--- src/rtl/contador_5bits_decrescente.sv ---
// Synchronous down counter with parallel load, programmable reload value and a
// registered one-cycle borrow pulse on each 0 -> reload wrap.
module contador_5bits_decrescente #(
  parameter int unsigned            WIDTH = 5,
  parameter logic [WIDTH-1:0]       INIT  = 5'd31
) (
  input  logic             clk_input,
  input  logic             clear_input,
  input  logic             enable_input,
  input  logic             load_input,
  input  logic [WIDTH-1:0] load_value_input,
  output logic [WIDTH-1:0] count_output,
  output logic             zero_output,
  output logic             borrow_output
);

  logic [WIDTH-1:0] count_reg;
  logic [WIDTH-1:0] reload_reg;
  logic             borrow_reg;
  logic             count_is_zero;

  assign count_is_zero = (count_reg == '0);

  // Priority: clear, load, enable, hold. Borrow is only set by an enabled wrap,
  // so every other branch clears it and the pulse lasts one cycle.
  always_ff @(posedge clk_input) begin
    if (clear_input) begin
      count_reg  <= INIT;
      reload_reg <= INIT;
      borrow_reg <= 1'b0;
    end else if (load_input) begin
      count_reg  <= load_value_input;
      reload_reg <= load_value_input;
      borrow_reg <= 1'b0;
    end else if (enable_input) begin
      if (count_is_zero) begin
        count_reg  <= reload_reg;
        borrow_reg <= 1'b1;
      end else begin
        count_reg  <= count_reg - WIDTH'(1);
        borrow_reg <= 1'b0;
      end
    end else begin
      borrow_reg <= 1'b0;
    end
  end

  assign count_output  = count_reg;
  assign zero_output   = count_is_zero;
  assign borrow_output = borrow_reg;

endmodule

--- config.mk ---
export PLATFORM = sky130hd
export DESIGN_NAME = contador_5bits_decrescente
export DESIGN_NICKNAME = d
export VERILOG_FILES = /design/src/rtl/contador_5bits_decrescente.sv
export SDC_FILE = /design/constraint.sdc
export NUM_CORES = 1
export LEC_CHECK = 0
export ABC_CLOCK_PERIOD_IN_PS = 1700
export BUFFER_PORTS_ARGS = -buffer_cell sky130_fd_sc_hd__buf_2
export CAP_MARGIN = 40
export CORE_MARGIN = 2
export CORE_UTILIZATION = 35
export CTS_CLUSTER_SIZE = 10
export DETAILED_ROUTE_END_ITERATION = 10
export GPL_TIMING_DRIVEN = 0
export PLACE_DENSITY = 0.67
export SLEW_MARGIN = 0
export SYNTH_ARGS = -nofsm -noshare
export SYNTH_HDL_FRONTEND = slang
export SYNTH_SLANG_ARGS = --single-unit
--- constraint.sdc ---
create_clock -name clk_input -period 1.7 [get_ports clk_input]
set_input_delay 0.085 -clock clk_input [delete_from_list [all_inputs] [get_ports clk_input]]
set_output_delay 0.085 -clock clk_input [all_outputs]
set_load 0.005 [all_outputs]
Yosys cells after proc, flatten, opt, wreduce, memory -nomap -nowiden

Index checks and enable logic that the tools add are counted.

Output and inout bits: 7
Register bits after elaboration: 11
Word-level logic and storage cells: 12

Bitwise logic cells: 1
Reductions and logical operators: 3
Multiplexer cells: 4
Add/sub/neg operators: 1

Operators with widths:

| cell                                                                | number |
|---|---|
| 5-bit 2-to-1 mux                                                    | 3 |
| 5-bit logical NOT                                                   | 1 |
| 5-bit by 1-bit subtractor with 5-bit output (second input constant) | 1 |
| 3-bit OR reduction                                                  | 1 |
| 2-bit nonzero test                                                  | 1 |
| 1-bit 2-to-1 mux                                                    | 1 |
| 1-bit inverter                                                      | 1 |

Depth between registers and ports, before layout

Gate-level depths: netlist of run 1.

Depth in word-level cells: 4
Gate-level depth with buffers: 6

Worst setup path after synthesis of run 1

Ideal clock, no wire load.

Path kind: input -> register
Start point: in count_output[0]
End point: reg count_reg[3], in the netlist count_output[3]
Stages: 6
Arrival time: 1265 ps
Library setup time: 79 ps
Required time: 1621 ps
Path slack: 356 ps
Cells stage by stage: dfxtp_1 -> inv_1 -> ha_1 -> nor4b_4 -> a211o_2 -> o211ai_1

Longest elaborated chain between the ends: 4
Elaborated cells between the ends (all ways): 5
Those cells by class: 1 x add/sub; 3 x mux; 1 x reduce/logical

Ends and longest elaborated chain:

| what                  | line | text |
|---|---|---|
| from (decl)           | 12   | `output logic [WIDTH-1:0] count_output,` |
| 5-bit logical NOT     | 22   | `assign count_is_zero = (count_reg == '0);` |
| named net zero_output | 13   | `output logic zero_output,` |
| 5-bit 2-to-1 mux      | 36   | `if (count_is_zero) begin` |
| 5-bit 2-to-1 mux      | 35   | `end else if (enable_input) begin` |
| 5-bit 2-to-1 mux      | 31   | `end else if (load_input) begin` |
| to (signal assigned)  | 32   | `count_reg <= load_value_input;` |
| to (signal assigned)  | 37   | `count_reg <= reload_reg;` |
| to (signal assigned)  | 40   | `count_reg <= count_reg - WIDTH'(1);` |
| to (decl)             | 17   | `logic [WIDTH-1:0] count_reg;` |

The timed path passes the listed nets, and every way through them passes these cells. The select of a mux whose other input is x is not followed.
A chain may end at the register's enable or synchronous reset.

Worst setup path in the final report of run 1

Start point: in count_output[0]
End point: out zero_output

Longest elaborated chain between the ends: 1

Ends and longest elaborated chain:

| what              | line |
|---|---|
| 5-bit logical NOT | 22 |
| to (decl)         | 13 |

Every way passes these cells.

==> results by group, run 1 <==
Outcome
  – Status: completed

Synthesis
  – #FFs+latches synth: 11
  – Synth top area cells: dfxtp_1 43%, a21oi_1 7.8%, inv_1 5.9%
  – Cell Area, Synth: just over 500 um^2
  – Number of synthesized flops with an enable pin: 0
  – Top FF cell, synth: dfxtp_1
  – Synth cell count leaders: 11 x dfxtp_1, 8 x a21oi_1, 8 x inv_1
  – Netlist cell types: 22
  – Yosys warnings: 0
  – Synth Area per Inst: 8.53 um^2
  – Post-synth ARST share: 0
  – Post-synthesis sequential area ratio: 0.430
  – Top-count cell post-synth: dfxtp_1
  – Syn nets: 70
  – Synthesized instance count: 60
  – Share of the synthesized area in the top cell type: 0.430
  – Yosys top cell by area: dfxtp_1

STA
  – Slew @ Worst Pin: 0.420 ns
  – Skew final: 0.0125 ns
  – Slew headroom: 0.720
  – Post-route setup TNS: 0 ns
  – Hold Fails Final Rpt: 0
  – RSZ-0062 raised after global routing: false
  – FMAX: around 650 MHz
  – # setup viols final: 0
  – Final worst path period share: 0.910
  – Final Max Tran Viols: 0
  – WHS: 0.0400 ns
  – Crit path time final: 1.55 ns

Final layout
  – Design Area, Final: 627 um^2
  – Layout cells sized above 1: 0.244
  – Diode count: 0
  – Final Instance Count excl. Fillers: 93
  – Area growth syn-to-layout: 22.5%
  – Fillers: 150
  – Final nets: 89

Floorplanning
  – Initial Util: 0.384
  – Die width: 42.2 um
  – Die height: approximately 42 um
  – FP Rows: 13
  – Core area: 0.00133 mm^2
  – Boundary Pins: 16
  – Full die area: approximately 0.0018 mm^2

Detailed routing
  – # DRC: 0
  – Routed WL per cell: 11.1 um
  – First-pass DRT Iterations: 3
  – Post-DR vias/cell: 5.06
  – Drt first-iter violations: 5
  – Final ANT Viol Nets: 0
  – DR vias: roughly 470
  – Total Wirelength: 1030 um

Clock tree
  – Post-CTS setup repair buffer count: 0
  – Clk root buf: clkbuf_4
  – CTS sink count: 11
  – CTS Buf Count: 3
  – CTS Hold Bufs: 0
  – Cts repair resizes: 0
  – Clock-pin slew on the worst setup and hold paths: 0.07 ns
  – TritonCTS clock tree: yes
  – Clk buf depth: 2
  – Htree depth: 1
  – Clock Latency Late Sink: 0.27 ns

Global route
  – Vias in the first global route: ~430
  – Gr ovfl total: 0
  – First-pass GRT wire length: 1780 um
  – Largest net degree at the start of global routing: 11
  – Tot GR Track Use: 0.133
  – Initial antenna violation count: 0

Placed design
  – RePlAce Congestion: ~0.78
  – Dpl hpwl: 765 um
  – Placed Cells incl. Taps: 89
  – Placed Instance Area: approximately 600 um^2
  – Buffers on Ports: 14

Setup path
  – Setup crit end kind: output port
  – Slowest cell delay on critical path: 0.37 ns
  – Worst EP arrival: 1.46 ns
  – Slowest cell on crit path: nor4b_4
  – CP Launch Type: register
  – CP required: roughly 1.6 ns
  – Crit-path max FO: 7
  – CP Class: register to output port
  – Cells along the critical path: inv_1 -> ha_1 -> nor4b_4 -> buf_2

Pwr
  – Pwr Total: 542 uW
  – PD cells: slightly below 900 mW/mm^2
  – Peak supply drop: 0.639 mV
  – Leak pwr: 0.299 nW

Job
  – Max Cap Violations: 0

Hold path
  – Hold/Removal Path Class: input pin to register
where the power goes:
part	total, mW	leakage [nW]	internal, mW	switching [mW]
combinational	0.0745	0.193	0.0366	0.0379
clock	0.174	0.0150	0.0906	0.0832
sequential	0.294	0.0916	0.275	0.0183
critical path: cells and delay by family (launching register included):
kind,cells,cell delay [ns]
and+or+nand+nor,1,0.37
DFF,1,0.35
buffers and inverters,2,0.28
adders and majority gates,1,0.19
cells in the final DEF, fill, tap and decap left out, drive strengths merged:
master	synthesis	layout
nor3	2	2
nor3b	1	1
nand2	4	4
or3	1	1
a211o	4	4
nor2b	2	2
nor4b	2	2
nand3	1	1
a21oi	8	8
buf	0	14
inv	8	8
ha	1	1
nand2b	1	1
dfxtp	11	11
o311ai	1	1
nor2	3	3
o22ai	1	1
o211ai	2	2
o21ai	4	4
o31a	1	1
clkbuf	2	6
cells by family (layout without fill, tap and decap cells):
logic type,Yosys count,after routing,synth area share
buf+inv,10,28,0.0734
compound gates,21,21,0.264
flops,11,11,0.430
fa+ha+maj,1,1,0.0244
simple gates,17,17,0.208
per-stage QoR:
step                setup slack, ns  utilization
global route                 0.0441        0.470
global placement              0.286        0.450
detailed placement            0.306        0.450
floorplan                     0.356            -
finish                        0.152        0.470
CTS                           0.150        0.470
final cells by class:
class                           instances  area (um^2)  share of cell area
Sequential cell                        11          220               0.351
Buffer                                  2         7.51              0.0120
Clock buffer                            4         26.3              0.0419
Inverter                                8         30.0              0.0479
Tap cell                               15         18.8              0.0299
Timing Repair Buffer                   14         70.1               0.112
Multi-Input combinational cell         39          254               0.405
layer usage:
metal / GRT usage / routed length [um] / vias up
li1: - / - / 250
met1: 0.160 / 481 / 208
met2: 0.200 / 491 / 13
met3: 0.0647 / 60 / 0
met4: 0.0563 / 0 / 0
met5: 0 / 0 / -
worst paths after layout:
check	from	slack, ns	cells after the start	end
setup / recovery	count_output[0]	0.15	4	zero_output
hold / removal	load_value_input[2]	0.04	2	count_output[2]
setup reg to reg	count_output[0]	0.25	5	count_output[3]
hold reg to reg	reload_reg[0]	0.46	2	reload_reg[0]
Power figures use the tool's default switching activity.
==> run 2, diff against run 1 <==
- ABC_AREA: unset -> 1
==> run 2 against run 1 <==
Net effect: combinational power is 14% higher; global-route usage is 0.44 points higher; sequential share of layout area is 1.7 points lower.
==> results by group, run 2 <==
STA
  – Final Max Tran Viols: 0
  – RSZ-0062 raised after global routing: false
  – Hold Fails Final Rpt: 0
  – Post-route setup TNS: 0 ns
  – Skew final: ~0.0022 ns
  – # setup viols final: 0
  – FMAX: between 600 and 700 MHz
  – WHS: 0.0390 ns
  – Crit path time final: about 1.5 ns
  – Slew @ Worst Pin: approximately 0.29 ns
  – Final worst path period share: 0.861
  – Slew headroom: 0.804

Global route
  – Gr ovfl total: 0
  – Vias in the first global route: 459
  – Initial antenna violation count: 0
  – Met2 GRT Util: 0.209
  – First-pass GRT wire length: 1840 um
  – Largest net degree at the start of global routing: 11
  – Met3 GRT Util: 0.0298
  – Gr busiest metal: met2
  – Tot GR Track Use: 0.137
  – Met1 Use GR: 0.163

Synthesis
  – Yosys warnings: 0
  – Synthesized instance count: 76
  – #FFs+latches synth: 11
  – Synth Area per Inst: 7.08 um^2
  – Largest family of logic cells by synthesized area: simple AND/OR/NAND/NOR gates
  – Post-synthesis xor/xnor area fraction: 0.0163
  – Number of synthesized flops with an enable pin: 0
  – Top-count cell post-synth: nand2_1
  – Post-synthesis sequential area ratio: 0.409
  – Synth cell count leaders: 19 x nand2_1, 11 x dfxtp_1, 11 x inv_1
  – Syn nets: 86
  – Top FF cell, synth: dfxtp_1
  – Synth top area cells: dfxtp_1 41%, nand2_1 13%, inv_1 7.7%
  – Post-synthesis simple-gate area fraction: 0.347
  – Post-Synth Adder-Cell Area: 0.0233
  – Post-synthesis mux area share: 0
  – Complex-gate fraction of the synthesized area: 0.0977
  – Share of the synthesized area in the top cell type: 0.409
  – Post-synth ARST share: 0
  – Yosys top cell by area: dfxtp_1
  – Cell Area, Synth: 538 um^2
  – Netlist cell types: 19

Clock tree
  – TritonCTS clock tree: yes
  – CTS Hold Bufs: 0
  – Post-CTS setup repair buffer count: 0
  – Clock Latency Late Sink: 0.27 ns
  – Cts repair resizes: 0
  – Clk root buf: clkbuf_4
  – Htree depth: 1
  – Clk buf depth: 2
  – CTS Buf Count: 3
  – CTS sink count: 11
  – Clock-pin slew on the worst setup and hold paths: ~0.070 ns

Floorplanning
  – Die height: 43.2 um
  – Initial Util: 0.366
  – FP Rows: 14
  – Core area: 0.00147 mm^2
  – Full die area: 0.00187 mm^2
  – Die width: 43.2 um
  – Boundary Pins: 16

Pwr
  – Leak pwr: 0.360 nW
  – Comb pwr share: 0.152
  – PD cells: roughly 850 mW/mm^2
  – Seq pwr share: 0.517
  – Internal: 403 uW
  – Sw power: ~160 uW
  – Peak supply drop: 0.475 mV
  – Pwr Total: between 500 and 600 uW
  – Switching Share: 0.279
  – Clk network pwr share: 0.331

Setup path
  – Slowest cell delay on critical path: 0.37 ns
  – Slowest cell on crit path: dfxtp_1
  – Worst EP arrival: roughly 1.4 ns
  – CP Class: register to output port
  – CP required: roughly 1.6 ns
  – CP Launch Type: register
  – Crit-path max FO: 7
  – Cells along the critical path: inv_1 -> ha_1 -> buf_2 -> nand3_2 -> inv_1 -> buf_2
  – Setup crit end kind: output port
  – CP bufs+invs: 4
  – Crit-path leading delay family: buffers and inverters

Detailed routing
  – Total Wirelength: 1120 um
  – First-pass DRT Iterations: 2
  – Post-DR vias/cell: 4.72
  – Final ANT Viol Nets: 0
  – DR vias: between 500 and 600
  – Drt first-iter violations: 7
  – # DRC: 0
  – Routed WL per cell: 10.1 um

Final layout
  – Layout cells sized above 1: 0.253
  – Most common cell after layout, fill and taps aside: nand2_1
  – Fillers: 174
  – Diode count: 0
  – Final nets: 106
  – Area growth syn-to-layout: 22.6%
  – Most frequent cells in the layout: 19 x nand2_1, 16 x buf_2, 11 x inv_1, 11 x dfxtp_1, 7 x nand3_1
  – Post-layout util: 0.448
  – Final Instance Count excl. Fillers: 111

Placed design
  – Dpl hpwl: 881 um
  – Buffers on Ports: 15
  – Placed Cells incl. Taps: 107
  – RePlAce Congestion: 0.737

Job
  – Max Cap Violations: 0

Hold path
  – Hold/Removal Path Class: input pin to register

Outcome
  – Status: completed
## run 2: cell types whose count changed in the layout (fill, tap and decap cells not counted), moves of 4 or more
| cell | before | now |
|---|---|---|
| nand2_1 | 4 | 19 |
| nand3_1 | 1 | 7 |
| nand4_1 | 0 | 4 |
| o21ai_0 | 4 | 0 |
| o21ai_1 | 0 | 4 |
## run 2: metrics by stage
step / setup slack, ns / area [um^2]
after CTS: 0.219 / 659
after global routing: 0.155 / 659
final: 0.236 / 659
after detailed placement: 0.453 / 633
after global placement: 0.473 / 633
after floorplan: 0.558 / 538
## run 2: worst reg2reg max path: cells and delay by family, from the launching register on
kind,cells,cell delay [ns]
adders and majority gates,1,0.20
buffers and inverters,2,0.26
DFF,1,0.37
and+or+nand+nor,4,0.34
## run 2: kinds of logic (layout without fill, tap and decap cells)
logic type               count (synthesis)  after routing
AO/OA/AOI/OAI                           10             10
XOR/XNOR                                 1              1
adder cells (fa/ha/maj)                  1              1
buffers and inverters                   14             33
flip-flops                              11             11
AND/OR/NAND/NOR                         39             39
## run 2: layout make-up
type	instances	area, um^2	share of cell area
multi-input cells	51	260	0.395
flip-flops and latches	11	220	0.334
repair buffers	15	75.1	0.114
inverters	12	45.0	0.0683
clock buffers	4	26.3	0.0398
well taps	16	20.0	0.0304
plain buffers	2	12.5	0.0190
## run 2: power by group through the flow
stage	Clock [mW]	Sequential, mW	Combinational [mW]
global placement	0	0.295	0.0831
global route	0.195	0.291	0.0982
floorplan	0	0.295	0.0527
CTS	0.186	0.289	0.0860
detailed placement	0	0.295	0.0861
finish	0.185	0.289	0.0851
## run 2: final timing paths
check	start	end	slack (ns)	depth (start not counted)
setup reg to reg	count_output[0]	count_output[3]	0.45	7
setup / recovery	count_output[0]	zero_output	0.24	6
hold reg to reg	reload_reg[4]	reload_reg[4]	0.45	2
hold / removal	load_value_input[4]	reload_reg[4]	0.04	3
## run 2: metal layers
layer / up-vias / part of all wire
li1: 286 / -
met5: - / 0
met4: 0 / 0.032
met2: 11 / 0.48
met3: 5 / 0.045
met1: 222 / 0.45
